===== config.mk =====
export PLATFORM = sky130hd
export DESIGN_NAME = neuron_mac_seq
export DESIGN_NICKNAME = d
export VERILOG_FILES = /design/src/rtl/neuron_mac_seq.sv
export SDC_FILE = /design/constraint.sdc
export NUM_CORES = 1
export LEC_CHECK = 0
export CORE_MARGIN = 4
export CORE_UTILIZATION = 34
export CTS_CLUSTER_DIAMETER = 150
export DETAILED_ROUTE_END_ITERATION = 6
export PLACE_DENSITY_LB_ADDON = 0.12
export SYNTH_ARGS = -nofsm -noshare
export SYNTH_HDL_FRONTEND = slang
export SYNTH_SLANG_ARGS = --single-unit
export TNS_END_PERCENT = 5

===== constraint.sdc =====
create_clock -name clk -period 10.2 [get_ports clk]
set_clock_uncertainty 0.15 [all_clocks]
set_input_delay 1.02 -clock clk [delete_from_list [all_inputs] [get_ports clk]]
set_output_delay 1.02 -clock clk [all_outputs]
set_load 0.01 [all_outputs]

===== src/rtl/neuron_mac_seq.sv =====
// Single-neuron MAC sequencer: streams N_INPUTS signed (x,w) beats into a saturating
// 16-bit accumulator, adds a signed bias, optionally applies ReLU and hands off y.
module neuron_mac_seq #(
    parameter int N_INPUTS = 8,
    parameter bit RELU_EN  = 1'b1
) (
    input  logic               clk,
    input  logic               rst_n,
    input  logic               start,
    input  logic signed [7:0]  bias,
    input  logic               in_valid,
    output logic               in_ready,
    input  logic signed [7:0]  x,
    input  logic signed [7:0]  w,
    output logic               out_valid,
    input  logic               out_ready,
    output logic signed [15:0] y,
    output logic               ovf,
    output logic               busy
);

    localparam int CW = $clog2(N_INPUTS + 1);
    localparam logic [CW-1:0] LAST_CNT = CW'(N_INPUTS - 1);

    typedef enum logic [1:0] {
        S_IDLE,
        S_ACCUM,
        S_BIAS,
        S_OUT
    } state_t;

    state_t             state, state_nxt;
    logic signed [15:0] acc, acc_nxt;
    logic [CW-1:0]      cnt, cnt_nxt;
    logic signed [7:0]  bias_q, bias_nxt;
    logic               ovf_q, ovf_nxt;

    logic signed [15:0] prod;
    logic signed [15:0] addend;
    logic [16:0]        sum;
    logic               sat_ovf;
    logic signed [15:0] sat_val;

    // Shared adder: the product during ACCUM, the sign-extended bias during BIAS.
    // 16-bit operands make the 8x8 signed product exact (-16256..16384).
    always_comb begin
        prod    = 16'(x) * 16'(w);
        addend  = (state == S_BIAS) ? 16'(bias_q) : prod;
        sum     = {acc[15], acc} + {addend[15], addend};
        sat_ovf = sum[16] ^ sum[15];
        if (sat_ovf) begin
            sat_val = sum[16] ? 16'sh8000 : 16'sh7FFF;
        end else begin
            sat_val = sum[15:0];
        end
    end

    // NOTE: every signal driven here gets a default first, so no path can infer a latch.
    always_comb begin
        state_nxt = state;
        acc_nxt   = acc;
        cnt_nxt   = cnt;
        bias_nxt  = bias_q;
        ovf_nxt   = ovf_q;
        case (state)
            S_IDLE: begin
                if (start) begin
                    bias_nxt  = bias;
                    acc_nxt   = '0;
                    cnt_nxt   = '0;
                    ovf_nxt   = 1'b0;
                    state_nxt = S_ACCUM;
                end
            end
            S_ACCUM: begin
                if (in_valid) begin
                    acc_nxt = sat_val;
                    ovf_nxt = ovf_q | sat_ovf;
                    cnt_nxt = cnt + CW'(1);
                    if (cnt == LAST_CNT) begin
                        state_nxt = S_BIAS;
                    end
                end
            end
            S_BIAS: begin
                acc_nxt   = sat_val;
                ovf_nxt   = ovf_q | sat_ovf;
                state_nxt = S_OUT;
            end
            S_OUT: begin
                if (out_ready) begin
                    state_nxt = S_IDLE;
                end
            end
            default: state_nxt = S_IDLE;
        endcase
    end

    // NOTE: sequential state uses non-blocking assignments so all registers update together.
    always_ff @(posedge clk or negedge rst_n) begin
        if (!rst_n) begin
            state  <= S_IDLE;
            acc    <= '0;
            cnt    <= '0;
            bias_q <= '0;
            ovf_q  <= 1'b0;
        end else begin
            state  <= state_nxt;
            acc    <= acc_nxt;
            cnt    <= cnt_nxt;
            bias_q <= bias_nxt;
            ovf_q  <= ovf_nxt;
        end
    end

    // Handshake outputs decode state only, never the partner's valid/ready.
    assign in_ready  = (state == S_ACCUM);
    assign out_valid = (state == S_OUT);
    assign busy      = (state != S_IDLE);
    assign ovf       = ovf_q;

    // acc keeps the pre-ReLU value; the clamp is applied only on the way out.
    always_comb begin
        y = '0;
        if (state == S_OUT) begin
            y = (RELU_EN && acc[15]) ? 16'sd0 : acc;
        end
    end

endmodule


==> summary.md, run 1 <==
| Metric | Value |
|---|---|
| Hpwl dp | `around 10 mm` |
| Syn Area/Cell | `8.67 µm²` |
| Total Nets Final | `785` |
| Pins Over Slew Limit | `0` |
| Adder-cell area share of the yosys netlist | `a little over a third` |
| Endpoints failing setup | `0` |
| Synth Area in XOR/XNOR | `4.79%` |
| CTS tree | `done` |
| Hold buffer count at CTS | `0` |
| Worst Path Max Fanout | `12` |
| Ys Warns | `0` |
| Complex-gate fraction of the synthesized area | `14.4%` |
| Tightest Hold Check Type | `reg -> reg` |
| Gr usage total | `between 15 and 20%` |
| H-tree depth | `2` |
| Unrepaired setup endpoints after global routing | `no` |
| Total Wirelength | `~13 mm` |
| Main combinational cell family by area after synthesis | `adder cells` |
| Mux share of post-synthesis cell area | `under 10%` |
| Main synth FF type | `dfrtp_1` |
| Max cap viols | `0` |
| Post-synthesis sequential area ratio | `14.8%` |
| DR pass1 iterations | `4` |
| Post-synthesis cell count | `between 600 and 700` |
| Largest net degree at the start of global routing | `32` |
| Layout cells sized above 1 | `between 6 and 7%` |
| Postcts setup bufs | `0` |
| Gpl congestion | `0.862` |
| Fillers | `about 1,500` |
| Period minus WS final | `~7600 ps` |
| Grt total ovfl | `0` |
| Status | `complete, no violations` |
| Worst skew pair latency | `280 ps` |
| WP data required | `10,260 ps` |
| Routed Antenna Nets | `0` |
| Register area | `776 µm²` |
| Die height | `roughly 130 µm` |
| Port Buffer Count | `47` |
| Clock slew at reported path FFs | `50 ps` |
| Die Wd | `roughly 130 µm` |
| Setup TNS | `0 ps` |
| Clock Tree Buf Depth | `2` |
| Synth unique cells | `64` |
| First-pass GRT wire length | `22.5 mm` |
| DR iter-0 viols | `184` |
| Critical path endpoint category | `flop` |
| Fmax achieved | `about 130 MHz` |
| Worst Max-Slew Pin Slew | `just over 1000 ps` |
| Cts repair resizes | `0` |
| Initial antenna violation count | `0` |
| Vias in the first global route | `roughly 4,600` |
| Post-synthesis async set-or-reset flop share | `100%` |
| Initial Utilization | `between 30% and 40%` |
| Startpoint Class | `input port` |
| DIE AREA | `0.0175 mm²` |
| Multi-input gate area | `slightly above 0.004 mm²` |
| Remaining DRCs | `0` |
| Io pins | `49` |
| Slew margin rel. | `between 30% and 40%` |
| Clock buffer count from CTS | `5` |
| Antenna fix cells | `0` |
| Final worst path period share | `74.9%` |
| Synth Area in Simple Gates | `17.4%` |
| Mapped Nets | `~740` |
| Post-synth EDFFs | `0` |
| Routed via count | `4,157` |
| Flops & latches, synth | `31` |
| R2R setup slack | `5800 ps` |
| Clock Sink Count | `31` |
| Worst setup path class | `in -> reg` |
| WP data arrival | `around 7700 ps` |
| Mapped Area | `0.00526 mm²` |
| DR WL/cell | `about 15 µm` |
| Root buffer cell | `clkbuf_16` |
| Row cnt | `45` |
| Endpoints failing hold | `0` |
| Vias per inst | `about 5.0` |
| P&R area growth vs syn | `15.9%` |
| Core Region | `0.0151 mm²` |
[placed cells by master (no fill, tap or decap), types with 2 or more instances in the layout]
master,n
a211oi_1,6
a21o_1,5
a21oi_1,31
a311o_1,2
a31oi_1,3
and2_1,60
and3_1,3
and4_1,2
clkbuf_16,5
clkdlybuf4s50_1,47
dfrtp_1,31
fa_1,56
ha_1,51
inv_1,107
maj3_2,9
mux2_2,14
mux2i_1,7
nand2_1,47
nand2b_1,7
nand3_1,9
nand3b_1,2
nand4_1,2
nor2_1,22
nor2b_1,9
nor3_1,3
nor3b_1,2
nor4b_1,2
o2111ai_1,2
o21a_1,3
o21ai_0,29
o21ai_1,7
o21ai_2,4
o221ai_1,2
o22ai_1,3
o311ai_0,2
or2_2,2
xnor2_1,15
xor2_1,10
[routing by layer]
metal  vias up  track usage, %  wire, µm
li1       2077               -         -
met1      2013            20.7      6120
met2        56            26.3      6010
met3        11            1.98       359
met4         0            2.54       112
met5         -               0         0
[synth_stat cells, types with 3 or more instances]
library cell | n | share of area [%]
nor2b_1 | 9 | 1.1
nand2_1 | 47 | 3.4
maj3_2 | 9 | 1.9
and2_1 | 60 | 7.1
xor2_1 | 10 | 1.7
mux2_2 | 14 | 3.0
o21ai_1 | 7 | 0.67
a21o_1 | 5 | 0.71
inv_1 | 107 | 7.6
mux2i_1 | 7 | 1.3
clkbuf_1 | 6 | 0.43
o22ai_1 | 3 | 0.36
nand2b_1 | 7 | 0.83
and3_1 | 3 | 0.36
xnor2_1 | 15 | 2.5
nor3_1 | 3 | 0.29
nand3_1 | 9 | 0.86
fa_1 | 56 | 21
nor2_1 | 22 | 1.6
a31oi_1 | 3 | 0.36
ha_1 | 51 | 12
dfrtp_1 | 31 | 15
a211oi_1 | 6 | 0.86
o21ai_2 | 4 | 0.67
o21a_1 | 3 | 0.43
a21oi_1 | 31 | 3.0
o21ai_0 | 29 | 2.8
buf_2 | 3 | 0.29
[through the flow]
| step | cells | instance area [µm²] | hold WS [ps] | util [%] | worst slack (ps) |
|---|---|---|---|---|---|
| 2_1_floorplan | 606 | 5260 | 323 | - | 3450 |
| 6_report | 838 | 6090 | 352 | 40.2 | 2560 |
| 3_3_place_gp | 830 | 5910 | 337 | 39.1 | 2380 |
| 3_5_place_dp | 830 | 5910 | 344 | 39.1 | 2300 |
| 5_1_grt | 838 | 6090 | 374 | 40.2 | 2030 |
| 4_1_cts | 838 | 6090 | 357 | 40.2 | 2540 |
[final timing paths]
check / cells after the start / start / to
setup reg to reg: 13 / state[0]$_DFFE_PN0P_ / acc[5]$_DFFE_PN0P_
setup / recovery: 23 / w[3] / acc[5]$_DFFE_PN0P_
hold / removal: 1 / bias_q[2]$_DFFE_PN0P_ / bias_q[2]$_DFFE_PN0P_
hold reg to reg: 1 / bias_q[2]$_DFFE_PN0P_ / bias_q[2]$_DFFE_PN0P_
min in group asynchronous: 2 / rst_n / cnt[3]$_DFFE_PN0P_
max in group asynchronous: 2 / rst_n / acc[12]$_DFFE_PN0P_
[state kept, by name, indices dropped and copies added (netlist names)]
signal / count
state: 2
bias_q: 8
acc: 16
ovf: 1
cnt: 4
[layout make-up]
class	count	share of cell area (%)
Inverter	107	6.60
Tap cell	188	3.86
Multi-Input combinational cell	456	66.1
Clock buffer	6	2.28
Clock inverter	2	0.575
Timing Repair Buffer	48	7.85
Sequential cell	31	12.7
[worst max-delay path, stage by stage]
cell and delay [ps]:
clkdlybuf4s50_1 550, and2_1 280, fa_1 560, inv_1 140, fa_1 570, inv_1 60
fa_1 540, inv_1 60, fa_1 530, inv_1 40, ha_1 350, and3_1 190
a211oi_1 350, xor2_1 190, o21ai_0 140, ha_1 460, o21ai_0 120, nand2b_1 110
o211ai_1 120, and3_1 210, o22ai_1 700, maj3_1 300, a22o_1 130
[kinds of logic (layout without fill, tap and decap cells)]
group / Yosys count / in the layout
AO/OA/AOI/OAI: 116 / 116
AND/OR/NAND/NOR: 174 / 174
flip-flops: 31 / 31
XOR/XNOR: 27 / 27
adder cells (fa/ha/maj): 117 / 117
multiplexers: 21 / 21
buffers and inverters: 119 / 163
other: 1 / 1
Power of run 1 is not shown: default switching activity piles up to over one toggle a cycle in this logic, so the estimate is an artifact.
==> run 2: changes to the inputs <==
clock period = 6.65 ns   (was 10.2 ns; I/O delays follow)
==> run 2 against run 1 <==
Cell area up 12%. Highest routed layer unchanged. Critical endpoint is now acc[14]$_DFFE_PN0P_. Global-route usage up 0.97 points. Worst hold slack worse by 0.86 ps. Count of clock-buffer cells in the layout up 1.
==> summary.md, run 2 (same netlist as run 1, synthesis figures left out) <==
| Metric | Value |
|---|---|
| Status | `complete, no violations` |
| Worst Hold Endpoint | `bias_q[1]$_DFFE_PN0P_` |
| Startpoint Class | `input port` |
| Die height | `132 µm` |
| Period minus WS final | `~6500 ps` |
| Hold path startpoint | `bias_q[1]$_DFFE_PN0P_` |
| CP max-delay cell | `fa_1` |
| Worst Max-Slew Pin Slew | `approximately 950 ps` |
| DIE AREA | `approximately 0.018 mm²` |
| Die Wd | `between 100 and 150 µm` |
| Largest Register | `acc` |
| Vias in the first global route | `approximately 4,900` |
| CTS tree | `done` |
| Slew margin rel. | `36.7%` |
| Finished Layout Cells | `918` |
| Commonest non-fill, non-tap cell in the layout | `inv_1` |
| WP data required | `approximately 6700 ps` |
| Worst r2r dst | `acc[12]$_DFFE_PN0P_` |
| Fmax achieved | `between 150 and 200 MHz` |
| P&R area growth vs syn | `29.6%` |
| Clock buffer count from CTS | `5` |
| Clock Tree Buf Depth | `2` |
| Setup ws final | `roughly 160 ps` |
| Hold Path Depth | `1` |
| Hpwl dp | `11.2 mm` |
| Max cap viols | `0` |
| Unrepaired setup endpoints after global routing | `yes` |
| Antenna fix cells | `0` |
| Grt total ovfl | `0` |
| Largest net degree at the start of global routing | `32` |
| Delay of the slowest cell on the worst path | `550 ps` |
| Root buffer cell | `clkbuf_16` |
| R2R setup slack | `roughly 2400 ps` |
| Port Buffer Count | `47` |
| Core Region | `approximately 0.015 mm²` |
| Critical path endpoint category | `flop` |
| Initial Utilization | `34.7%` |
| Hold buffer count at CTS | `0` |
| Flip-flop count of the largest register after layout | `16` |
| Bufs and invs on worst path | `6` |
| Remaining DRCs | `0` |
| Endpoints failing hold | `0` |
| Final worst path period share | `slightly below 100%` |
| Gr usage total | `between 10% and 20%` |
| Routed via count | `approximately 4,500` |
| Most frequent cells in the layout | `106 x inv_1, 74 x buf_4, 57 x and2_1, 55 x fa_1, 46 x nand2_1` |
| Gpl congestion | `0.887` |
| WP data arrival | `roughly 6600 ps` |
| Io pins | `49` |
| Clock Sink Count | `31` |
| Worst skew pair latency | `280 ps` |
| Endpoints failing setup | `0` |
| Top flop regs | `acc (16), bias_q (8), cnt (4)` |
| Worst Path Max Fanout | `6` |
| Tightest Hold Check Type | `reg -> reg` |
| Hold WS | `351 ps` |
| Crit-path leading delay family | `adder cells` |
| DR WL/cell | `about 15 µm` |
| Worst setup path class | `in -> reg` |
| Total Wirelength | `between 10 and 15 mm` |
| Pre-CTS WS | `-704 ps` |
| Initial antenna violation count | `0` |
| Layout cells sized above 1 | `21.1%` |
| Clock slew at reported path FFs | `60 ps` |
| DR iter-0 viols | `165` |
| FF-to-FF Start | `state[0]$_DFFE_PN0P_` |
| Worst Reg-to-Reg Cells | `15` |
| Vias per inst | `about 4.9` |
| Pins Over Slew Limit | `0` |
| Setup TNS | `0 ps` |
| H-tree depth | `2` |
| Row cnt | `45` |
| DR pass1 iterations | `5` |
| Routed Antenna Nets | `0` |
| First-pass GRT wire length | `between 20 and 25 mm` |
| Total Nets Final | `approximately 870` |
| Placed cells | `roughly 900` |
run 2: cell count changes in the layout (fill, tap and decap cells not counted), sizes merged:
| cell | before | now |
|---|---|---|
| clkbuf | 6 | 10 |
| clkinvlp | 0 | 1 |
| clkdlybuf4s50 | 47 | 31 |
| bufinv | 1 | 0 |
| dlygate4sd2 | 0 | 7 |
| buf | 1 | 81 |
| clkdlybuf4s15 | 0 | 2 |
| clkinv | 1 | 0 |
| dlymetal6s2s | 0 | 4 |
run 2: area by class of cell:
| cell class | count | area, µm² |
|---|---|---|
| Multi-Input combinational cell | 456 | 4150 |
| Fill cell | 1510 | 8330 |
| Clock inverter | 1 | 7.51 |
| Tap cell | 188 | 235 |
| Inverter | 107 | 402 |
| Sequential cell | 31 | 776 |
| Timing Repair Buffer | 128 | 1090 |
| Clock buffer | 7 | 153 |
run 2: worst max-delay path by stage:
| stage | from | endpoint | slack [ps] | depth (start not counted) |
|---|---|---|---|---|
| global route | x[4] | acc[5]$_DFFE_PN0P_ | -100 | 26 |
| detailed placement | w[3] | acc[1]$_DFFE_PN0P_ | -700 | 25 |
| global placement | w[3] | acc[1]$_DFFE_PN0P_ | -710 | 25 |
| floorplan | x[3] | acc[5]$_DFFE_PN0P_ | 250 | 22 |
| finish | w[1] | acc[14]$_DFFE_PN0P_ | 160 | 25 |
| CTS | x[3] | acc[9]$_DFFE_PN0P_ | -3 | 31 |
run 2: timing repair:
action                                  in CTS  in global routing
hold endpoints to repair                     0                  0
gates cloned                                 0                  0
buffers inserted                             6                  1
gates resized for setup                     30                 34
pin swaps                                   17                 18
endpoints found under the setup margin      16                 17
run 2: worst reg2reg max path: stages, from the launching register on:
cell	delay, ps
dfrtp_1	400
inv_1	120
ha_1	690
nand2_1	90
o21ai_0	190
ha_1	280
inv_1	60
fa_1	410
nor2b_1	170
o2111ai_1	240
a31oi_1	540
and4_1	270
nor4b_1	50
buf_4	150
maj3_2	310
o21ai_2	100
run 2: metrics by stage:
| stage | cell area [µm²] | utilization, % |
|---|---|---|
| global route | 6810 | 45.0 |
| global placement | 6470 | 42.7 |
| detailed placement | 6470 | 42.7 |
| CTS | 6730 | 44.5 |
| finish | 6810 | 45.0 |
| floorplan | 5260 | - |
run 2: routing by layer:
layer  wire length (µm)  track usage [%]  up-vias  share of wire [%]
met5                  0                0        -                  0
met4                255             3.18        0                1.9
met3                350             2.02       21                2.6
met2               6620             28.6       82                 49
met1               6240             21.3     2138                 46
li1                   -                -     2233                  -
Power of run 2 is left out for the same reason.
